### src/rtl/cpc_ram_pkg.sv
// Shared constants and types for the CPC RAM-expansion controller.
// Covers the operating modes, the capture FSM states and the bank-mapping schemes.
package cpc_ram_pkg;

  localparam int MODE_464  = 0;
  localparam int MODE_6128 = 1;
  localparam int MODE_UNIV = 2;

  typedef enum logic [1:0] {
    IDLE     = 2'd0,
    QUAL     = 2'd1,
    WAIT_REL = 2'd2
  } fsm_t;

  localparam logic [2:0] BBB_DEFAULT = 3'b000;
  localparam logic [2:0] BBB_TOP     = 3'b001;
  localparam logic [2:0] BBB_FULL    = 3'b010;
  localparam logic [2:0] BBB_SPLIT   = 3'b011;

  localparam logic [1:0] PORT_DATA_TAG = 2'b11;
  localparam logic [1:0] BLK_1         = 2'b01;
  localparam logic [1:0] BLK_3         = 2'b11;

endpackage

### src/rtl/cpc_iowr_filter.sv
// Glitch-filtered capture of bank-select IO writes.
// A write must qualify for FILTER_CYCLES samples; it is committed when the strobe is released.
module cpc_iowr_filter
  import cpc_ram_pkg::*;
#(
  parameter int EXT_BITS      = 2,
  parameter int FILTER_CYCLES = 2
) (
  input  logic                clk,
  input  logic                reset,
  input  logic [7:0]          adr_hi,
  input  logic                iorq_b,
  input  logic                wr_b,
  input  logic [7:0]          data,
  output logic [EXT_BITS+5:0] hold,
  output logic                commit
);

  localparam int         CW = EXT_BITS + 6;
  localparam logic [2:0] FC = 3'(FILTER_CYCLES);

  logic          iorq_m;
  logic          iorq_s;
  logic          wr_m;
  logic          wr_s;
  logic          hit;
  logic          released;
  logic [2:0]    cnt;
  logic [CW-1:0] cap;
  fsm_t          state;
  logic          unused_adr;

  generate
    if (EXT_BITS > 0) begin : g_ext
      assign cap = {~adr_hi[EXT_BITS-1:0], data[5:0]};
    end else begin : g_noext
      assign cap = data[5:0];
    end
  endgenerate

  assign unused_adr = ^adr_hi[6:EXT_BITS];
  assign hit        = !iorq_s && !wr_s && !adr_hi[7] && (data[7:6] == PORT_DATA_TAG);
  assign released   = iorq_s || wr_s;
  assign commit     = (state == WAIT_REL) && released;

  // Two-flop synchronisers for the asynchronous Z80 strobes
  always_ff @(posedge clk) begin
    if (reset) begin
      iorq_m <= 1'b1;
      iorq_s <= 1'b1;
      wr_m   <= 1'b1;
      wr_s   <= 1'b1;
    end else begin
      iorq_m <= iorq_b;
      iorq_s <= iorq_m;
      wr_m   <= wr_b;
      wr_s   <= wr_m;
    end
  end

  // Qualify, capture and wait-for-release state machine
  always_ff @(posedge clk) begin
    if (reset) begin
      state <= IDLE;
      cnt   <= 3'd0;
      hold  <= '0;
    end else begin
      case (state)
        IDLE: begin
          if (hit) begin
            cnt <= 3'd1;
            if (FC == 3'd1) begin
              hold  <= cap;
              state <= WAIT_REL;
            end else begin
              state <= QUAL;
            end
          end
        end
        QUAL: begin
          if (hit) begin
            cnt <= cnt + 3'd1;
            if ((cnt + 3'd1) == FC) begin
              hold  <= cap;
              state <= WAIT_REL;
            end
          end else begin
            cnt   <= 3'd0;
            state <= IDLE;
          end
        end
        WAIT_REL: begin
          if (released) begin
            cnt   <= 3'd0;
            state <= IDLE;
          end
        end
        default: begin
          cnt   <= 3'd0;
          state <= IDLE;
        end
      endcase
    end
  end

endmodule

### src/rtl/cpld_ram_xmem.sv
// CPC RAM-expansion controller: filtered bank-select capture plus memory decode
// driven from the committed configuration register.
module cpld_ram_xmem
  import cpc_ram_pkg::*;
#(
  parameter int EXT_BITS      = 2,
  parameter int FILTER_CYCLES = 2,
  parameter int MODE          = 2
) (
  input  logic                clk,
  input  logic                reset,
  input  logic [7:0]          adr_hi,
  input  logic                iorq_b,
  input  logic                mreq_b,
  input  logic                wr_b,
  input  logic                ramrd_b,
  input  logic [7:0]          data,
  input  logic                mode464,
  input  logic                shadowhi,
  output logic                ramdis,
  output logic                ramcs_b,
  output logic [EXT_BITS+4:0] ramadrhi,
  output logic                ramoe_b,
  output logic                ramwe_b,
  output logic [EXT_BITS+5:0] cfg_q,
  output logic                cfg_wr_pulse
);

  localparam int BW = EXT_BITS + 3;
  localparam int CW = EXT_BITS + 6;

  logic [CW-1:0] hold;
  logic          commit;
  logic          m;
  logic          cs_int;
  logic [BW-1:0] s;
  logic [BW-1:0] b;
  logic [BW-1:0] bank;
  logic [2:0]    bbb;
  logic [1:0]    blk;
  logic [BW+1:0] addr;

  cpc_iowr_filter #(
    .EXT_BITS      (EXT_BITS),
    .FILTER_CYCLES (FILTER_CYCLES)
  ) u_filter (
    .clk    (clk),
    .reset  (reset),
    .adr_hi (adr_hi),
    .iorq_b (iorq_b),
    .wr_b   (wr_b),
    .data   (data),
    .hold   (hold),
    .commit (commit)
  );

  // Committed configuration register and its one-cycle update strobe
  always_ff @(posedge clk) begin
    if (reset) begin
      cfg_q        <= '0;
      cfg_wr_pulse <= 1'b0;
    end else begin
      cfg_wr_pulse <= commit;
      if (commit) begin
        cfg_q <= hold;
      end
    end
  end

  // Memory decode: the shadow bank backs unmapped blocks; a selected bank equal to it aliases down
  always_comb begin
    m    = (MODE == MODE_464) || ((MODE == MODE_UNIV) && mode464);
    s    = '0;
    s[2] = shadowhi;
    s[1:0] = 2'b11;
    bank = cfg_q[CW-1:3];
    bbb  = cfg_q[2:0];
    blk  = adr_hi[7:6];
    b    = (bank == s) ? {s[BW-1:1], 1'b0} : bank;
    cs_int = !m;
    addr   = {s, blk};
    case (bbb)
      BBB_DEFAULT: begin
        cs_int = !m;
        addr   = {s, blk};
      end
      BBB_TOP: begin
        if (blk == BLK_3) begin
          cs_int = 1'b0;
          addr   = {b, BLK_3};
        end else begin
          cs_int = !m;
          addr   = {s, blk};
        end
      end
      BBB_FULL: begin
        cs_int = 1'b0;
        addr   = {b, blk};
      end
      BBB_SPLIT: begin
        if (blk == BLK_3) begin
          cs_int = 1'b0;
          addr   = {b, BLK_3};
        end else begin
          cs_int = !m;
          addr   = {s, blk[1] | blk[0], blk[0]};
        end
      end
      default: begin
        if (blk == BLK_1) begin
          cs_int = 1'b0;
          addr   = {b, bbb[1:0]};
        end else begin
          cs_int = !m;
          addr   = {s, blk};
        end
      end
    endcase
    // Bank 0 on a 6128 is the internal RAM, whatever the scheme
    cs_int = cs_int | (!m && (bank == '0));
  end

  assign ramcs_b  = cs_int | mreq_b;
  assign ramdis   = !cs_int;
  assign ramadrhi = addr;
  assign ramoe_b  = ramrd_b;
  assign ramwe_b  = wr_b;

endmodule
### config.mk
export PLATFORM = sky130hd
export DESIGN_NAME = cpld_ram_xmem
export DESIGN_NICKNAME = d
export VERILOG_FILES = /design/src/rtl/cpc_ram_pkg.sv /design/src/rtl/cpc_iowr_filter.sv /design/src/rtl/cpld_ram_xmem.sv
export SDC_FILE = /design/constraint.sdc
export NUM_CORES = 1
export LEC_CHECK = 0
export CAP_MARGIN = 20
export CELL_PAD_IN_SITES_DETAIL_PLACEMENT = 1
export CELL_PAD_IN_SITES_GLOBAL_PLACEMENT = 2
export CORE_UTILIZATION = 26
export DETAILED_ROUTE_END_ITERATION = 7
export GPL_TIMING_DRIVEN = 0
export HOLD_SLACK_MARGIN = 0.15
export PLACE_DENSITY_LB_ADDON = 0.12
export SLEW_MARGIN = 20
export SYNTH_ARGS = -nofsm -noshare
export SYNTH_HDL_FRONTEND = slang
export SYNTH_HIERARCHICAL = 1
export SYNTH_SLANG_ARGS = --single-unit
### constraint.sdc
create_clock -name clk -period 1.94 [get_ports clk]
set_input_delay 0.388 -clock clk [delete_from_list [all_inputs] [get_ports clk]]
set_output_delay 0.388 -clock clk [all_outputs]
set_load 0.05 [all_outputs]
Yosys cells after proc, flatten, opt, wreduce, memory -nomap -nowiden
Cells that the tools add are included.
Storage, ports and cells
  bits in registers: 26
  logic and storage cells: 62
  output and inout port bits: 20
Operators by class
  bitwise logic cells: 4
  mux-type cells: 17
  add/sub/neg operators: 1
  eq/ne operators: 13
  reductions and logical operators: 18
Operators by type and width (number)
  $pmux 7 s4: 1
  $mux 7: 3
  $eq 3x2->1 const B: 3
  $mux 3: 3
  $pmux 3 s3: 1
  $mux 2: 4
  $eq 2x2->1 const B: 3
  $pmux 2 s3: 1
  $reduce_and 3->1: 2
  $eq 5x3->1: 1
  $logic_and 1x1->1: 5
  $logic_not 1->1: 5
  $logic_not 5->1: 1
  $mux 5: 1
  $eq 2x1->1 const B: 2
  $ne 2x1->1 const B: 2
  $add 3x1->3 const B: 1
  $eq 3x1->1 const B: 1
  $logic_not 3->1: 1
  $ne 3x3->1 const B: 1
  $or 1x1->1: 3
  $pmux 1 s3: 1
  $logic_not 2->1: 1
  $mux 1: 2
  other kinds (4): 4

Longest topological paths before layout
Gate-level depths: netlist of run 1.
  word-level depth: 6
  gate-level depth with buffers: 6

Hierarchy
The synthesis of run 1 kept the hierarchy.
Modules (own cells, without submodules)
  cpc_iowr_filter: sequential area each 340.3 µm², area an instance 767.0 µm², instances 1, cells an instance 75
  cpld_ram_xmem: sequential area each 180.2 µm², area an instance 523.0 µm², instances 1, cells an instance 60

Least setup slack after synthesis of run 1
OpenSTA, ideal clock, no wires.
  kind: register -> output
  start: register cfg_q[0]
  end: output port ramdis
  data required time: 1552 ps
  cell stages (with the launch flop): 4
  arrival time: 1857 ps
  setup slack: -305 ps
  path buffers: 0
  path through: dfxtp_1 -> and3_4 -> o32ai_1 -> a21oi_1
Between the ends
  cells in the longest elaborated chain, start to end: 5
  elaborated cells between the ends (all ways): 8
  classes of those cells: eq/ne (3); mux (1); bitwise (1); reduce/logical (3)
RTL lines
  from (decl): line cpld_ram_xmem.sv:25  | output logic [EXT_BITS+5:0] cfg_q,
  from (signal assigned): line cpld_ram_xmem.sv:65  | cfg_q <= hold;
  $eq 3x2->1 / $eq 3x1->1 (equally long branches): line cpld_ram_xmem.sv:82  | case (bbb)
  $reduce_or 2->1 (no line)
  $pmux 1 s3 *: line cpld_ram_xmem.sv:82
  $or 1x1->1 *: line cpld_ram_xmem.sv:120  | cs_int = cs_int | (!m && (bank == '0));
  $logic_not 1->1 *: line cpld_ram_xmem.sv:124  | assign ramdis = !cs_int;
  to (decl): line cpld_ram_xmem.sv:20  | output logic ramdis,
Mark *: on every way between the ends. The rest lies on a longest branch, timed or not.

Worst setup path after layout of run 1
  start: input port adr_hi[6]
  end: output port ramadrhi[4]
Between the ends
  cells in the longest elaborated chain, start to end: 3
  elaborated cells between the ends (all ways): 6
  classes of those cells: eq/ne (2); mux (4)
RTL lines
  from (decl): line cpld_ram_xmem.sv:12  | input logic [7:0] adr_hi,
  $eq 2x1->1 / $eq 2x2->1 (equally long branches): line cpld_ram_xmem.sv:110, cpld_ram_xmem.sv:88, cpld_ram_xmem.sv:101
  $mux 7, on equally long branches: line cpld_ram_xmem.sv:110, cpld_ram_xmem.sv:88, cpld_ram_xmem.sv:101
  $pmux 7 s4 *: line cpld_ram_xmem.sv:82
  to (decl): line cpld_ram_xmem.sv:22  | output logic [EXT_BITS+4:0] ramadrhi,
Marked as above.

==> results.json, run 1 <==
{
  "finalNetCount": 205,
  "cts_tree": "built",
  "clk_pin_slew_worst_paths_ps": 90,
  "yosysUniqueCellTypes": 46,
  "synthArstFlopShare": 0,
  "p_total_mw": 0.972,
  "skew_ps": 5.74,
  "pin_count": 44,
  "antenna_found_initial": 0,
  "worstPathArrival_ps": 1580,
  "finalHoldViolCount": 0,
  "endpoint_kind": "output pin",
  "min_path_type": "register to register",
  "p_per_area_mw_per_mm2": 522,
  "fmax_ghz": 0.508,
  "die_h_microns": 72.4,
  "worstSkewPairLatency_ps": 270,
  "firstDrtPassIters": 4,
  "syn-num-nets": 161,
  "root_buffer": "clkbuf_8",
  "numClockSinks": 26,
  "crit_fanout": 6,
  "place_congestion": 0.751,
  "post-route-util": 0.392,
  "vdd_drop_max_mv": 0.243,
  "finalSetupViolations": 1,
  "drive_above_1_share": 0.237,
  "worstSetupPathType": "primary input to output pin",
  "nFillCells": 567,
  "track_usage": 0.137,
  "yosys_warnings": 6,
  "relSlewSlack": 0.660,
  "grt_overflow_total": 0,
  "die_area_sq_mm": 0.00525,
  "tns_ps": -27.9,
  "fin_crit_sh": 1.01,
  "viasPerCell": 4.71,
  "drt_wl_total_microns": 3360,
  "fin_crit_ps": 1970,
  "p_leak_nw": 0.700,
  "start_util": 0.271,
  "core_area_sq_mm": 0.00475,
  "status": "finished with violations",
  "via_count": 1149,
  "clock_path_buffers": 2,
  "postCtsHoldBufs": 0,
  "grt_pass1_wl_microns": 5580,
  "hold_slack_ps": 423,
  "drv_cap": 0,
  "io_buffers": 38,
  "synth_edf_count": 0,
  "drt_iter0_drc": 39,
  "die_w_microns": 72.4,
  "fin_ws_ps": -27.9,
  "synthCells": 135,
  "grt_max_degree": 14,
  "slew_violations": 0,
  "drc": 0,
  "synth_flop_cell": "dfxtp_1",
  "syn_area_per_cell_sq_um": 9.56,
  "violations": "setup timing",
  "max_slew.worst_pin.slew_ps": 506,
  "first_global_vias": 1155,
  "instances_no_fill": 244,
  "cp-start-kind": "primary input",
  "hpwl_microns": 2520,
  "wl_per_cell_microns": 13.8,
  "ys_ff_latch": 26,
  "h-tree-depth": 1,
  "ant_nets": 0,
  "netlist_area_sq_mm": 0.00129,
  "area_growth_pct": 44.5,
  "diodes": 0,
  "fp-row-count": 25,
  "ys_seq_area_frac": 0.403,
  "required_ps": 1550,
  "rsz0062_at_grt": "yes",
  "dp_cells": 240,
  "cts_buffers": 3
}
[per-stage QoR]
step	setup WS, ps	area (sq um)
after CTS	-81.1	1820
after detailed placement	-1060	1770
after global placement	-1060	1770
after global routing	-54.5	1860
after floorplan	16.0	1300
final	-27.9	1860
[worst paths after layout]
path	from	to	slack, ps	cells after the start
min	u_filter/wr_m	u_filter/wr_s	420	1
max	adr_hi[6]	ramadrhi[4]	-30	5
min reg2reg	u_filter/wr_m	u_filter/wr_s	420	1
max reg2reg	u_filter/cnt[0]	u_filter/hold[4]	150	5
[synthesized netlist by cell type (2+ instances only)]
library cell   n  share of area
o211ai_1       3          0.017
buf_4          2          0.012
inv_1          4          0.012
or2_0          2         0.0097
a211oi_1       2          0.012
a41oi_1        2          0.014
nor2_1         9          0.026
and3_1         2         0.0097
ha_1           2          0.019
dfxtp_1       26           0.40
nand3_1        3          0.012
nor2b_1        4          0.019
buf_2          4          0.016
or4_1          2          0.012
a21oi_1        3          0.012
mux2i_1       14           0.11
nand2b_1      15          0.073
clkbuf_1       2         0.0058
nand2_1        3         0.0087
or2_2          4          0.019
xnor2_1        2          0.014
[where the power goes]
group	internal, mW	switching (mW)
logic	0.0649	0.0616
registers	0.536	0.00153
clock network	0.139	0.169
[layout by cell type (no fill, tap or decap), drive strengths merged, types with 3 or more instances in the layout]
| cell | Yosys | layout |
|---|---|---|
| mux2i | 14 | 14 |
| and3 | 3 | 3 |
| inv | 4 | 4 |
| nor2b | 4 | 4 |
| nand2b | 15 | 15 |
| dlymetal6s2s | 0 | 3 |
| dfxtp | 26 | 26 |
| nor2 | 9 | 9 |
| a21oi | 3 | 3 |
| nand2 | 3 | 3 |
| clkbuf | 3 | 6 |
| o211ai | 3 | 3 |
| or2 | 7 | 7 |
| buf | 6 | 15 |
| nand3 | 3 | 3 |
| dlygate4sd2 | 0 | 5 |
| clkdlybuf4s50 | 0 | 20 |
[cell type report]
| class | instances | area, sq um | share of cell area |
|---|---|---|---|
| tap | 67 | 83.8 | 0.0450 |
| inverter | 4 | 15.0 | 0.00805 |
| buffer | 8 | 42.5 | 0.0228 |
| timing repair buffer | 40 | 410 | 0.220 |
| clock buffer | 3 | 41.3 | 0.0221 |
| multi-input combinational | 96 | 746 | 0.400 |
| sequential | 26 | 526 | 0.282 |
[per-layer routing]
layer  vias to the layer above  track usage  wire, microns
met1                       552        0.175           1610
met5                         -            0              0
met3                         2       0.0250            140
li1                        566            -              -
met4                         0       0.0392             25
met2                        29        0.235           1580
[kinds of logic (layout without fill, tap and decap cells)]
group / after synthesis / after routing / synth area share
AND/OR/NAND/NOR: 59 / 59 / 0.290
XOR/XNOR: 2 / 2 / 0.0136
AO/OA/AOI/OAI: 19 / 19 / 0.116
adder cells (fa/ha/maj): 2 / 2 / 0.0194
buffers and inverters: 13 / 55 / 0.0485
multiplexers: 14 / 14 / 0.109
flip-flops: 26 / 26 / 0.403
[worst max-delay path: stages]
cell	delay (ps)
clkdlybuf4s15_2	230
and3_4	200
or4b_4	510
nand3_2	100
buf_8	140
[sequential cells by signal, indices dropped and copies added (netlist names)]
register and flops:
u_filter/state 2, u_filter/iorq_m 1, u_filter/cnt 3, cfg_q 8, u_filter/wr_m 1, u_filter/wr_s 1
u_filter/hold 8, cfg_wr_pulse 1, u_filter/iorq_s 1
[timing repair]
action                                 in CTS  in global routing
setup endpoints to repair                  12                  8
resized for setup                          66                 14
setup buffers                               0                  2
endpoints found under the hold margin       0                  0
pin swaps                                   3                  1
Power figures use the tool's default switching activity.
==> run 2, diff against run 1 <==
--- a/config.mk
+++ b/config.mk
@@ -8,6 +8,7 @@
 export CAP_MARGIN = 20
 export CELL_PAD_IN_SITES_DETAIL_PLACEMENT = 1
 export CELL_PAD_IN_SITES_GLOBAL_PLACEMENT = 2
+export CORE_MARGIN = 2
 export CORE_UTILIZATION = 26
 export DETAILED_ROUTE_END_ITERATION = 7
 export GPL_TIMING_DRIVEN = 0
==> run 2 against run 1 <==
  * The run still ends with setup timing left
  * Clock power rose by 47%
  * Global-route usage down 0.62 points
  * Non-clock buffer count unchanged
  * Highest routed layer unchanged
  * Clock skew grew 2.6 ps
  * Largest power group unchanged
  * Critical path depth is 1 lower
==> results.json, run 2 (synthesized netlist as in run 1, its figures left out) <==
{
  "drc": 0,
  "final_cell_mix": "dfxtp_1 (23), clkdlybuf4s50_1 (19), nand2b_1 (15)",
  "wl_per_cell_microns": 14.2,
  "worstSkewPairLatency_ps": 270,
  "drt_iter0_drc": 47,
  "rr_worst_depth": 5,
  "hold_slack_ps": 418,
  "min_to": "u_filter/iorq_s",
  "use_met1": 0.174,
  "firstDrtPassIters": 4,
  "fmax_ghz": 0.511,
  "clock_path_buffers": 2,
  "pin_count": 44,
  "slew_violations": 0,
  "root_buffer": "clkbuf_8",
  "violations": "setup timing",
  "drv_cap": 0,
  "drive_above_1_share": 0.258,
  "first_global_vias": 1109,
  "die_h_microns": 74.4,
  "vdd_drop_max_mv": 0.228,
  "diodes": 0,
  "start_util": 0.271,
  "endpoint_kind": "output pin",
  "hold_start": "u_filter/iorq_m",
  "grtUsageMet2": 0.215,
  "skew_ps": 8.38,
  "cp-start-kind": "register",
  "p_per_area_mw_per_mm2": 587,
  "required_ps": 1550,
  "finalHoldViolCount": 0,
  "area_growth_pct": 47.8,
  "layout_commonest_cell": "dfxtp_1",
  "crit_fanout": 5,
  "slowest_delay_ps": 510,
  "hpwl_microns": 2690,
  "r2r_setup_slack_ps": 160,
  "clk_pin_slew_worst_paths_ps": 100,
  "worstSetupPathType": "register to output pin",
  "io_buffers": 38,
  "place_congestion": 0.727,
  "grt_pass1_wl_microns": 5500,
  "min_path_type": "register to register",
  "die_w_microns": 74.4,
  "h-tree-depth": 1,
  "rr_endpoint": "u_filter/hold[1]",
  "cpMaxStageDelayCell": "or4b_4",
  "path_cells": "and3_4 > or4b_4 > nand3_2 > buf_8",
  "viasPerCell": 4.65,
  "worstPathArrival_ps": 1570,
  "tns_ps": -17.9,
  "status": "finished with violations",
  "finalSetupViolations": 1,
  "p_total_mw": 1.12,
  "via_count": 1140,
  "met3_usage": 0.0271,
  "grt_overflow_total": 0,
  "fin_ws_ps": -17.9,
  "rsz0062_at_grt": "yes",
  "p_leak_nw": 0.721,
  "place_ws_ps": -1060,
  "antenna_found_initial": 0,
  "fp-row-count": 25,
  "numClockSinks": 26,
  "finalNetCount": 205,
  "die_area_sq_mm": 0.00554,
  "max_slew.worst_pin.slew_ps": 503,
  "ant_nets": 0,
  "reg.largest.list": "cfg_q (8), u_filter/hold (8), u_filter/cnt (3)",
  "drt_wl_total_microns": 3480,
  "track_usage": 0.131,
  "r2r-start": "u_filter/cnt[0]",
  "core_area_sq_mm": 0.00475,
  "fin_crit_ps": 1960,
  "min_path_cells": 1,
  "cts_tree": "built",
  "top_usage_layer": "met2",
  "relSlewSlack": 0.664,
  "grt_max_degree": 16,
  "cts_buffers": 3,
  "fin_crit_sh": 1.01
}
[run 2: metrics by stage]
stage	cell area, sq um	utilization	instances
after floorplan	1300	-	135
after global placement	1770	0.371	240
after detailed placement	1770	0.371	240
after CTS	1850	0.390	244
after global routing	1910	0.401	245
final	1910	0.401	245
[run 2: metal layers]
metal / up-vias / routed length (microns)
met1: 544 / 1680
met5: - / 0
met3: 2 / 126
li1: 567 / -
met2: 27 / 1650
met4: 0 / 23
[run 2: worst max-delay path by stage]
stage | slack (ps) | endpoint | startpoint
finish | -20 | ramadrhi[4] | cfg_q[0]
global route | -70 | ramadrhi[4] | cfg_q[0]
CTS | -80 | ramadrhi[4] | adr_hi[7]
detailed placement | -1060 | ramadrhi[4] | adr_hi[7]
global placement | -1070 | ramcs_b | adr_hi[7]
floorplan | 20 | ramdis | cfg_q[2]
[run 2: layout make-up]
type,count,area (sq um)
Buffer,9,53.8
Clock buffer,3,41.3
Clock inverter,1,30.0
Fill cell,555,2850
Inverter,4,15.0
Multi-Input combinational cell,96,764
Sequential cell,26,527
Tap cell,67,83.8
Timing Repair Buffer,39,392
[run 2: timing repair]
item	in CTS	in global routing
gates resized for setup	67	22
hold buffers	0	0
buffers inserted	0	1
setup endpoints to repair	13	8
pin swaps	3	2
[run 2: power by group]
group          switching [mW]  internal [mW]
combinational          0.0623         0.0645
clock                   0.179          0.276
sequential            0.00155          0.536
[run 2: worst max-delay path, delay by kind of cell, from the launching register on]
| family | cells | cell delay, ps |
|---|---|---|
| buffers and inverters | 1 | 140 |
| DFF | 1 | 370 |
| and+or+nand+nor | 3 | 780 |
==> run 3, diff against run 2 <==
--- a/config.mk
+++ b/config.mk
@@ -14,6 +14,7 @@
 export GPL_TIMING_DRIVEN = 0
 export HOLD_SLACK_MARGIN = 0.15
 export PLACE_DENSITY_LB_ADDON = 0.12
+export SKIP_CTS_REPAIR_TIMING = 1
 export SLEW_MARGIN = 20
 export SYNTH_ARGS = -nofsm -noshare
 export SYNTH_HDL_FRONTEND = slang
==> run 3 against run 2 <==
  * The flow still finishes with violations (setup timing)
  * Non-clock buffer count grew 4
  * Register-to-register slack is essentially flat
  * Clock skew fell by 1.1 ps
  * Die area unchanged
  * Largest cell class unchanged
==> results.json, run 3 (synthesized netlist as in run 1, its figures left out) <==
{
  "area_growth_pct": 52.1,
  "antenna_found_initial": 0,
  "pwr-share-comb": 0.115,
  "max_slew.worst_pin.slew_ps": 519,
  "min_path_cells": 1,
  "hpwl_microns": 2690,
  "numClockSinks": 26,
  "first_global_vias": 1107,
  "die_h_microns": 74.4,
  "seqCellArea_sq_um": 526,
  "power.share.clock": 0.406,
  "rsz0062_at_grt": "yes",
  "h-tree-depth": 1,
  "drv_cap": 0,
  "die_area_sq_mm": 0.00554,
  "endpoint_kind": "output pin",
  "r2r-start": "u_filter/cnt[0]",
  "reg.largest.list": "cfg_q (8), u_filter/hold (8), u_filter/cnt (3)",
  "p_int_mw": 0.879,
  "start_util": 0.271,
  "crit_fanout": 4,
  "cts_buffers": 3,
  "root_buffer": "clkbuf_8",
  "final_cell_mix": "dfxtp_1 (24), clkdlybuf4s50_1 (19), nand2b_1 (15)",
  "place_ws_ps": -1060,
  "skew_ps": 7.27,
  "firstDrtPassIters": 4,
  "violations": "setup timing",
  "power.switching_mw": 0.243,
  "slew_violations": 0,
  "finalHoldViolCount": 0,
  "drt_iter0_drc": 37,
  "rr_worst_depth": 5,
  "vdd_drop_max_mv": 0.228,
  "hold_start": "u_filter/iorq_m",
  "rr_endpoint": "u_filter/hold[1]",
  "layout_commonest_cell": "dfxtp_1",
  "finalNetCount": 209,
  "fmax_ghz": 0.491,
  "p_per_area_mw_per_mm2": 572,
  "p_sw_frac": 0.217,
  "pwr-share-seq": 0.479,
  "dp_cells": 240,
  "wl_per_cell_microns": 14.4,
  "multi_input_area_sq_um": 759,
  "fin_crit_sh": 1.05,
  "drc": 0,
  "fp-row-count": 25,
  "cp-start-kind": "register",
  "min_path_type": "register to register",
  "fin_ws_ps": -95.5,
  "grt_max_degree": 16,
  "status": "finished with violations",
  "clk_pin_slew_worst_paths_ps": 100,
  "core_area_sq_mm": 0.00475,
  "nFillCells": 553,
  "track_usage": 0.130,
  "viasPerCell": 4.64,
  "io_buffers": 38,
  "worstSetupPathType": "register to output pin",
  "p_leak_nw": 0.824,
  "r2r_setup_slack_ps": 160,
  "required_ps": 1550,
  "worstSkewPairLatency_ps": 270,
  "finalSetupViolations": 4,
  "fin_crit_ps": 2040,
  "relSlewSlack": 0.653,
  "place_congestion": 0.727,
  "ant_nets": 0,
  "pin_count": 44,
  "tns_ps": -157,
  "worstPathArrival_ps": 1650,
  "drive_above_1_share": 0.253,
  "cts_tree": "built",
  "die_w_microns": 74.4,
  "instances_no_fill": 249,
  "grt_overflow_total": 0,
  "drt_wl_total_microns": 3590,
  "min_to": "u_filter/iorq_s",
  "grt_pass1_wl_microns": 5500,
  "diodes": 0,
  "via_count": 1156,
  "post-route-util": 0.413,
  "clock_path_buffers": 2
}
-- run 3: cell count changes in the layout (fill, tap and decap cells not counted) --
cell | before | now
dfxtp_1 | 23 | 24
buf_2 | 5 | 3
buf_8 | 2 | 1
clkbuf_4 | 0 | 1
nor2b_2 | 0 | 1
buf_6 | 6 | 7
dlymetal6s2s_1 | 3 | 11
clkdlybuf4s15_2 | 1 | 0
buf_4 | 3 | 6
dfxtp_2 | 2 | 1
nor2b_4 | 1 | 0
dlygate4sd2_1 | 5 | 0
-- run 3: cell type report --
cell class | count | share of cell area
clock buffers | 3 | 0.0210
multi-input cells | 96 | 0.387
plain buffers | 9 | 0.0274
flip-flops and latches | 26 | 0.268
clock inverters | 1 | 0.0153
inverters | 4 | 0.00765
repair buffers | 43 | 0.231
well taps | 67 | 0.0427
-- run 3: worst max-delay path by stage --
stage | startpoint | to | slack (ps) | cells after the start
final | cfg_q[1] | ramcs_b | -100 | 4
after global routing | cfg_q[1] | ramcs_b | -180 | 4
after CTS | adr_hi[7] | ramadrhi[4] | -1060 | 5
after detailed placement | adr_hi[7] | ramadrhi[4] | -1060 | 5
after global placement | adr_hi[7] | ramcs_b | -1070 | 5
after floorplan | cfg_q[2] | ramdis | 20 | 4
-- run 3: worst max-delay path: stages, from the launching register on --
cell and delay, ps:
dfxtp_1 400, nor2b_2 310, o32ai_4 140, a211o_2 320
clkbuf_4 210
-- run 3: metrics by stage --
stage / power, mW / hold WS, ps / cell area [sq um]
CTS: 1.13 / 419 / 1840
finish: 1.12 / 418 / 1960
floorplan: 0.611 / 389 / 1300
global route: 1.18 / 441 / 1960
global placement: 0.675 / 393 / 1770
detailed placement: 0.677 / 395 / 1770
-- run 3: layer usage --
metal / share of wire / track usage / up-vias / wire length, microns
met4: 0.0064 / 0.0357 / 0 / 23
met1: 0.49 / 0.174 / 552 / 1750
met2: 0.47 / 0.213 / 27 / 1680
li1: - / - / 575 / -
met5: 0 / 0 / - / 0
met3: 0.037 / 0.0271 / 2 / 132
-- run 3: power groups by stage --
stage	clock, mW	sequential (mW)	combinational [mW]
global placement	0	0.551	0.124
CTS	0.468	0.539	0.126
floorplan	0	0.551	0.0603
global route	0.499	0.538	0.139
detailed placement	0	0.551	0.125
finish	0.455	0.537	0.129
